===== src/rtl/cpu_pkg.sv =====
// Constants shared by the PC register, next-PC select and the fetch stage.
package cpu_pkg;
   localparam int unsigned ADDR_W  = 5;
   localparam int unsigned INSTR_W = 32;
   localparam logic [INSTR_W-1:0] NOP = 32'h0000_0000;
endpackage


===== src/rtl/imem.sv =====
// Instruction memory: synchronous write port, asynchronous read port, not cleared by reset.
module imem
   import cpu_pkg::*;
#(
   parameter int unsigned AW = ADDR_W,
   parameter int unsigned DW = INSTR_W
) (
   input  logic          clk,
   input  logic          we,
   input  logic [AW-1:0] waddr,
   input  logic [DW-1:0] wdata,
   input  logic [AW-1:0] raddr,
   output logic [DW-1:0] rdata
);

   logic [DW-1:0] mem [2**AW];

   always_ff @(posedge clk) begin
      if (we) mem[waddr] <= wdata;
   end

   assign rdata = mem[raddr];

endmodule


===== src/rtl/if_stage.sv =====
// Instruction-fetch stage: imem read into a one-entry IF/ID register with hold and squash.
module if_stage
   import cpu_pkg::*;
#(
   parameter int unsigned         ADDR_W  = cpu_pkg::ADDR_W,
   parameter int unsigned         INSTR_W = cpu_pkg::INSTR_W,
   parameter logic [INSTR_W-1:0]  NOP     = cpu_pkg::NOP
) (
   input  logic               clk,
   input  logic               rst_n,
   input  logic [ADDR_W-1:0]  pc_val,
   input  logic               stall,
   input  logic               flush,
   input  logic               load_en,
   input  logic [ADDR_W-1:0]  load_addr,
   input  logic [INSTR_W-1:0] load_data,
   output logic [ADDR_W-1:0]  pc_plus1,
   output logic [INSTR_W-1:0] if_id_instr,
   output logic [ADDR_W-1:0]  if_id_pc,
   output logic               if_id_valid
);

   logic [INSTR_W-1:0] fetch_word;
   logic               mem_we;

   // Flush does not block the write; only reset does.
   assign mem_we = load_en & rst_n;

   imem #(
      .AW (ADDR_W),
      .DW (INSTR_W)
   ) u_imem (
      .clk   (clk),
      .we    (mem_we),
      .waddr (load_addr),
      .wdata (load_data),
      .raddr (pc_val),
      .rdata (fetch_word)
   );

   assign pc_plus1 = pc_val + ADDR_W'(1);

   always_ff @(posedge clk) begin
      if (!rst_n || flush) begin
         if_id_instr <= NOP;
         if_id_pc    <= '0;
         if_id_valid <= 1'b0;
      end else if (load_en) begin
         // A load bubbles the pipe but keeps the last PC.
         if_id_instr <= NOP;
         if_id_valid <= 1'b0;
      end else if (!stall) begin
         if_id_instr <= fetch_word;
         if_id_pc    <= pc_val;
         if_id_valid <= 1'b1;
      end
   end

endmodule


===== config.mk =====
export PLATFORM = sky130hd
export DESIGN_NAME = if_stage
export DESIGN_NICKNAME = d
export VERILOG_FILES = /design/src/rtl/cpu_pkg.sv /design/src/rtl/imem.sv /design/src/rtl/if_stage.sv
export SDC_FILE = /design/constraint.sdc
export NUM_CORES = 1
export LEC_CHECK = 0
export BUFFER_PORTS_ARGS = -buffer_cell sky130_fd_sc_hd__buf_2
export CAP_MARGIN = 20
export CELL_PAD_IN_SITES_DETAIL_PLACEMENT = 0
export CELL_PAD_IN_SITES_GLOBAL_PLACEMENT = 1
export CORE_ASPECT_RATIO = 1.4
export CORE_MARGIN = 1
export CORE_UTILIZATION = 31
export CTS_CLUSTER_DIAMETER = 100
export DETAILED_ROUTE_END_ITERATION = 7
export PLACE_DENSITY = 0.62
export SLEW_MARGIN = 20
export SYNTH_ARGS = -nofsm -noshare
export SYNTH_HDL_FRONTEND = slang
export SYNTH_SLANG_ARGS = --single-unit

===== constraint.sdc =====
create_clock -name clk -period 3.4 [get_ports clk]
set_clock_uncertainty 0.15 [all_clocks]
set_input_delay 0.17 -clock clk [delete_from_list [all_inputs] [get_ports clk]]
set_output_delay 0.17 -clock clk [all_outputs]
set_load 0.005 [all_outputs]

# --- Yosys cells after proc, flatten, opt, wreduce, memory -nomap -nowiden ---
# Memories as Yosys holds them, arrays and structs flattened. A register that Yosys moved wholly into a read port is not among the register bits.
# Index checks and enable logic that the tools add are counted.
totals:
  reg_bits: 6
  ram_bits: 1024
  output_inout_bits: 43
  n_memories: 1
mem_list:
  columns: ["name", "depth", "word_bits", "rd", "rd_ports_with_merged_regs", "wr", "line", "source"]
  rows:
  - ["u_imem.mem", 32, 32, 1, 1, 1, "imem.sv:16", "logic [DW-1:0] mem [2**AW];"]
op_classes:
  add_sub_neg: 1
  muxes: 2
  n_bitwise: 3
  reduce_logical: 5
op_table:
  columns: ["op", "count"]
  rows:
  - ["$add 5x1->5 const B", 1]
  - ["$logic_not 1->1", 2]
  - ["$mux 1", 2]
  - ["$not 1->1", 2]
  - ["$reduce_and 2->1", 1]
  - ["$reduce_or 2->1", 1]
  - ["$and 1x1->1", 1]
  - ["$logic_or 1x1->1", 1]

# --- Logic depth before layout (Yosys ltp) ---
depth:
  ltp_word: 3
  depth_mapped: 8
  depth_no_buf: 4

# --- By module ---
# From an unflattened synthesis, not the netlist that was laid out.
hier_totals:
  cells_unflattened: 2367
  area_unflattened_um2: 41315.9
by_module_without_submodules:
  columns: ["module", "n_inst", "cells_each", "area_per_inst_um2"]
  rows:
  - ["imem", 1, 2228, 39844.5]
  - ["if_stage", 1, 139, 1471.4]

# --- Worst setup path after synthesis ---
# OpenSTA, ideal clock, no wires.
synth_path:
  path_type: "input port to flip-flop"
  start: "input load_en"
  end: "memory u_imem.mem[12][0] (netlist name), enable pin"
  arrival_ns: 2.238
  path_slack_ns: 0.591
  path_stages: 5
  path_cell_list: "buf_2 nand2_1 or3_1 clkbuf_1 nor2_1"
synth_via:
  elab_chain_len: 3
synth_rtl:
  columns: ["item", "line", "source"]
  rows:
  - ["from (decl)", "if_stage.sv:14", "input logic load_en,"]
  - ["$and 1x1->1", "if_stage.sv:27", "assign mem_we = load_en & rst_n;"]
  - ["$mux 1", "imem.sv:19", "if (we) mem[waddr] <= wdata;"]
  - ["$mux 1 (implied by the code)", "imem.sv:19", null]
  - ["to (decl)", "imem.sv:16", null]
# No other way between the ends.

# --- Worst setup path after layout ---
layout_path:
  start: "input pc_val[1]"
  end: "output pc_plus1[3]"
layout_via:
  elab_chain_len: 1
layout_rtl:
  columns: ["item", "line", "source"]
  rows:
  - ["from (decl)", "if_stage.sv:11", "input logic [ADDR_W-1:0] pc_val,"]
  - ["$add 5x1->5", "if_stage.sv:41", "assign pc_plus1 = pc_val + ADDR_W'(1);"]
  - ["to (decl)", "if_stage.sv:17", "output logic [ADDR_W-1:0] pc_plus1,"]
# No other way between the ends.

==> results.txt <==
Slowest-stage cell, CP: and2_2
Worst hold path depth: 3
Cell area after synthesis: 41400 um2
CP Buf/Inv Count: 3
I/O Buffers: 89
Hold Buf Count CTS: 44
CTS Sinks: 1062
DR vias: 21903
Synth cell count leaders: edfxtp_1, mux2i_1, mux4_2
Clock transition at path regs: 0.07 ns
Largest net degree at the start of global routing: 68
DRC: 0
Worst-path cell chain: dlygate4sd3_1, buf_8, and2_2, nand2_1, xnor2_1, buf_2
Largest area contributor in the netlist: edfxtp_1
RR Endpoint: if_id_pc[2]
Rel. slew slack: 21.7%
Clock Latency Late Sink: 0.69 ns
CORE AREA: 132000 um2
Routed Antenna Nets: 0
Grt total ovfl: 0
Die Ht: 434 um
Synth Register Bits: 1062
Ports: 90
Number of synthesized flops with an enable pin: 1024
Average cell area after synthesis: 19.0 um2
Fin nets: 2426
Fin worst setup slack: 0.575 ns
Overall Power: 26.9 mW
Post-DP HPWL: 68.4 mm
H-tree Lvls: 3
Setup TNS: 0 ns
Clock tree from TritonCTS: done
Pre-CTS setup slack: 0.809 ns
Max-cap violations: 0
Post_cts resized: 0
FF-to-FF path depth: 4
Min Tclk post-route: 2.83 ns
Root Buffer: clkbuf_16
Vias per Instance: 5.18
Vias in the first global route: 22304
Seq/Total Area, Yosys: 76.1%
Area delta synth->final: 16.7%
Share of layout cells above drive strength 1: 20.5%
Die Area: 135000 um2
Hold Path Origin: load_addr[2]
First-pass GRT wire length: 169 mm
Top FF cell, synth: edfxtp_1
DRT iter0 DRCs: 2184
Count leader, synth: edfxtp_1
Tcrit/Tclk final: 83.1%
Hold Path Class: in2reg
Unrepaired setup endpoints after global routing: no
Post-CTS Setup Bufs: 0
Yosys top cell area share: 74.3%
Power Dens Cells: 557 nW/um2
Endpoints failing setup: 0
DRT Wirelength: 120 mm
Lkg Pwr: 16.1 nW
Initial antenna violation count: 8
Nature of the critical path startpoint: primary input
Pins over their slew limit: 0
Max stage delay on crit path: 0.70 ns
DP Cell Count: 3992
Req. time, crit path: 3.08 ns
F_max: 354 MHz
Crit. End Element: output port
Total track usage: 17.6%
VDD IR-drop max: 0.382 mV
Syn Nets: 2225
CP Data Arrival Time: 2.51 ns
Worst flop-to-flop path startpoint: if_id_pc[2]
Worst-margin pin slew: 1.17 ns
Die Span X: 311 um
FF+latch area: 31500 um2
Setup CP Type: in2out
Fin cells: 4226
Cells after synthesis: 2177
Gpl congestion: 0.776
Max Fanout on Critical Path: 46
Routed WL per cell: 28.5 um
TritonCTS Buffers: 100
CP top delay family: buffers and inverters
Reg2reg setup slack: 1.50 ns
WP depth: 6
Core Rows: 158
Synth warn: 0
Filler Cell Count: 12306
Starting Density: 31.3%
Fraction of registers with async set/reset: 0%
Status: completed
Drt first pass iters: 5
Leading post-synthesis cells by cell area: edfxtp_1, mux2i_1, mux4_2
Area of the multi-input gates: 9440 um2
WHS Endpoint: u_imem.mem[7][20]
Post-Route Utilization: 36.5%
Clk buf depth: 3
Final Hold Viols: 0
Post-synth cell types: 34
worst register-to-register path: stages, from the launching register on:
cell and delay [ns]:
dfxtp_1 0.32, o21ai_0 0.08, dlygate4sd3_1 0.59, a21oi_1 0.15, dlygate4sd3_1 0.56
layout make-up:
cell class / count / area share (%)
clock buffer: 124 / 5.51
multi-input combinational: 980 / 19.5
antenna: 3 / 0.0155
clock inverter: 63 / 1.11
sequential: 1062 / 65.2
timing repair buffer: 232 / 4.05
tap: 1760 / 4.56
inverter: 2 / 0.0155
report_power, final:
part           internal, mW  switching [mW]
Sequential             14.4          0.0433
Combinational         0.502           0.889
Clock                  6.18            4.86
cells in the final DEF, fill, tap and decap left out, types with 34 or more instances in the layout:
master            n
a21oi_1         102
a22oi_1          64
buf_2            85
buf_4            77
clkbuf_16       102
dfxtp_1          38
dlygate4sd3_1    44
edfxtp_1       1024
mux2i_1         320
mux4_2          128
nand2_1         105
nor2_1           35
nor2_4           34
cell families (layout without fill, tap and decap cells):
group           count (synthesis)  count (layout)  synth area share (%)
mux                           448             448                  14.7
flops                        1062            1062                  76.1
xor+xnor                        3               3                0.0635
buf+inv                       135             421                  1.79
fa+ha+maj                       1               1                0.0302
other cells                     0               3                     0
compound gates                235             235                  4.00
simple gates                  293             293                  3.31
flip-flops by register name, indices dropped and copies added (netlist names):
signal and flops:
if_id_instr 32, u_imem.mem 1024, if_id_pc 5, if_id_valid 1
worst max path at each step:
stage                         start           endpoint  slack, ns
after CTS                 pc_val[1]        pc_plus1[3]       0.58
after global placement      load_en  u_imem.mem[0][20]       0.83
after detailed placement    load_en  u_imem.mem[0][22]       0.81
final                     pc_val[1]        pc_plus1[3]       0.57
after floorplan             load_en  u_imem.mem[12][0]       0.59
after global routing      pc_val[1]        pc_plus1[3]       0.53
stage by stage:
stage	area, um2	hold WS (ns)
final	48300	0.0801
after global placement	44600	0.294
after floorplan	41400	0.119
after detailed placement	44700	0.289
after CTS	48300	0.0183
after global routing	48300	0.0582
routing by layer:
metal | wire length, um | track usage, % | up-vias
li1 | - | - | 9210
met1 | 49400 | 22.5 | 11763
met2 | 61100 | 30.8 | 784
met3 | 6820 | 2.58 | 146
met4 | 2930 | 5.52 | 0
met5 | 0 | 0 | -
No activity file was read; power rests on OpenSTA's default activity.
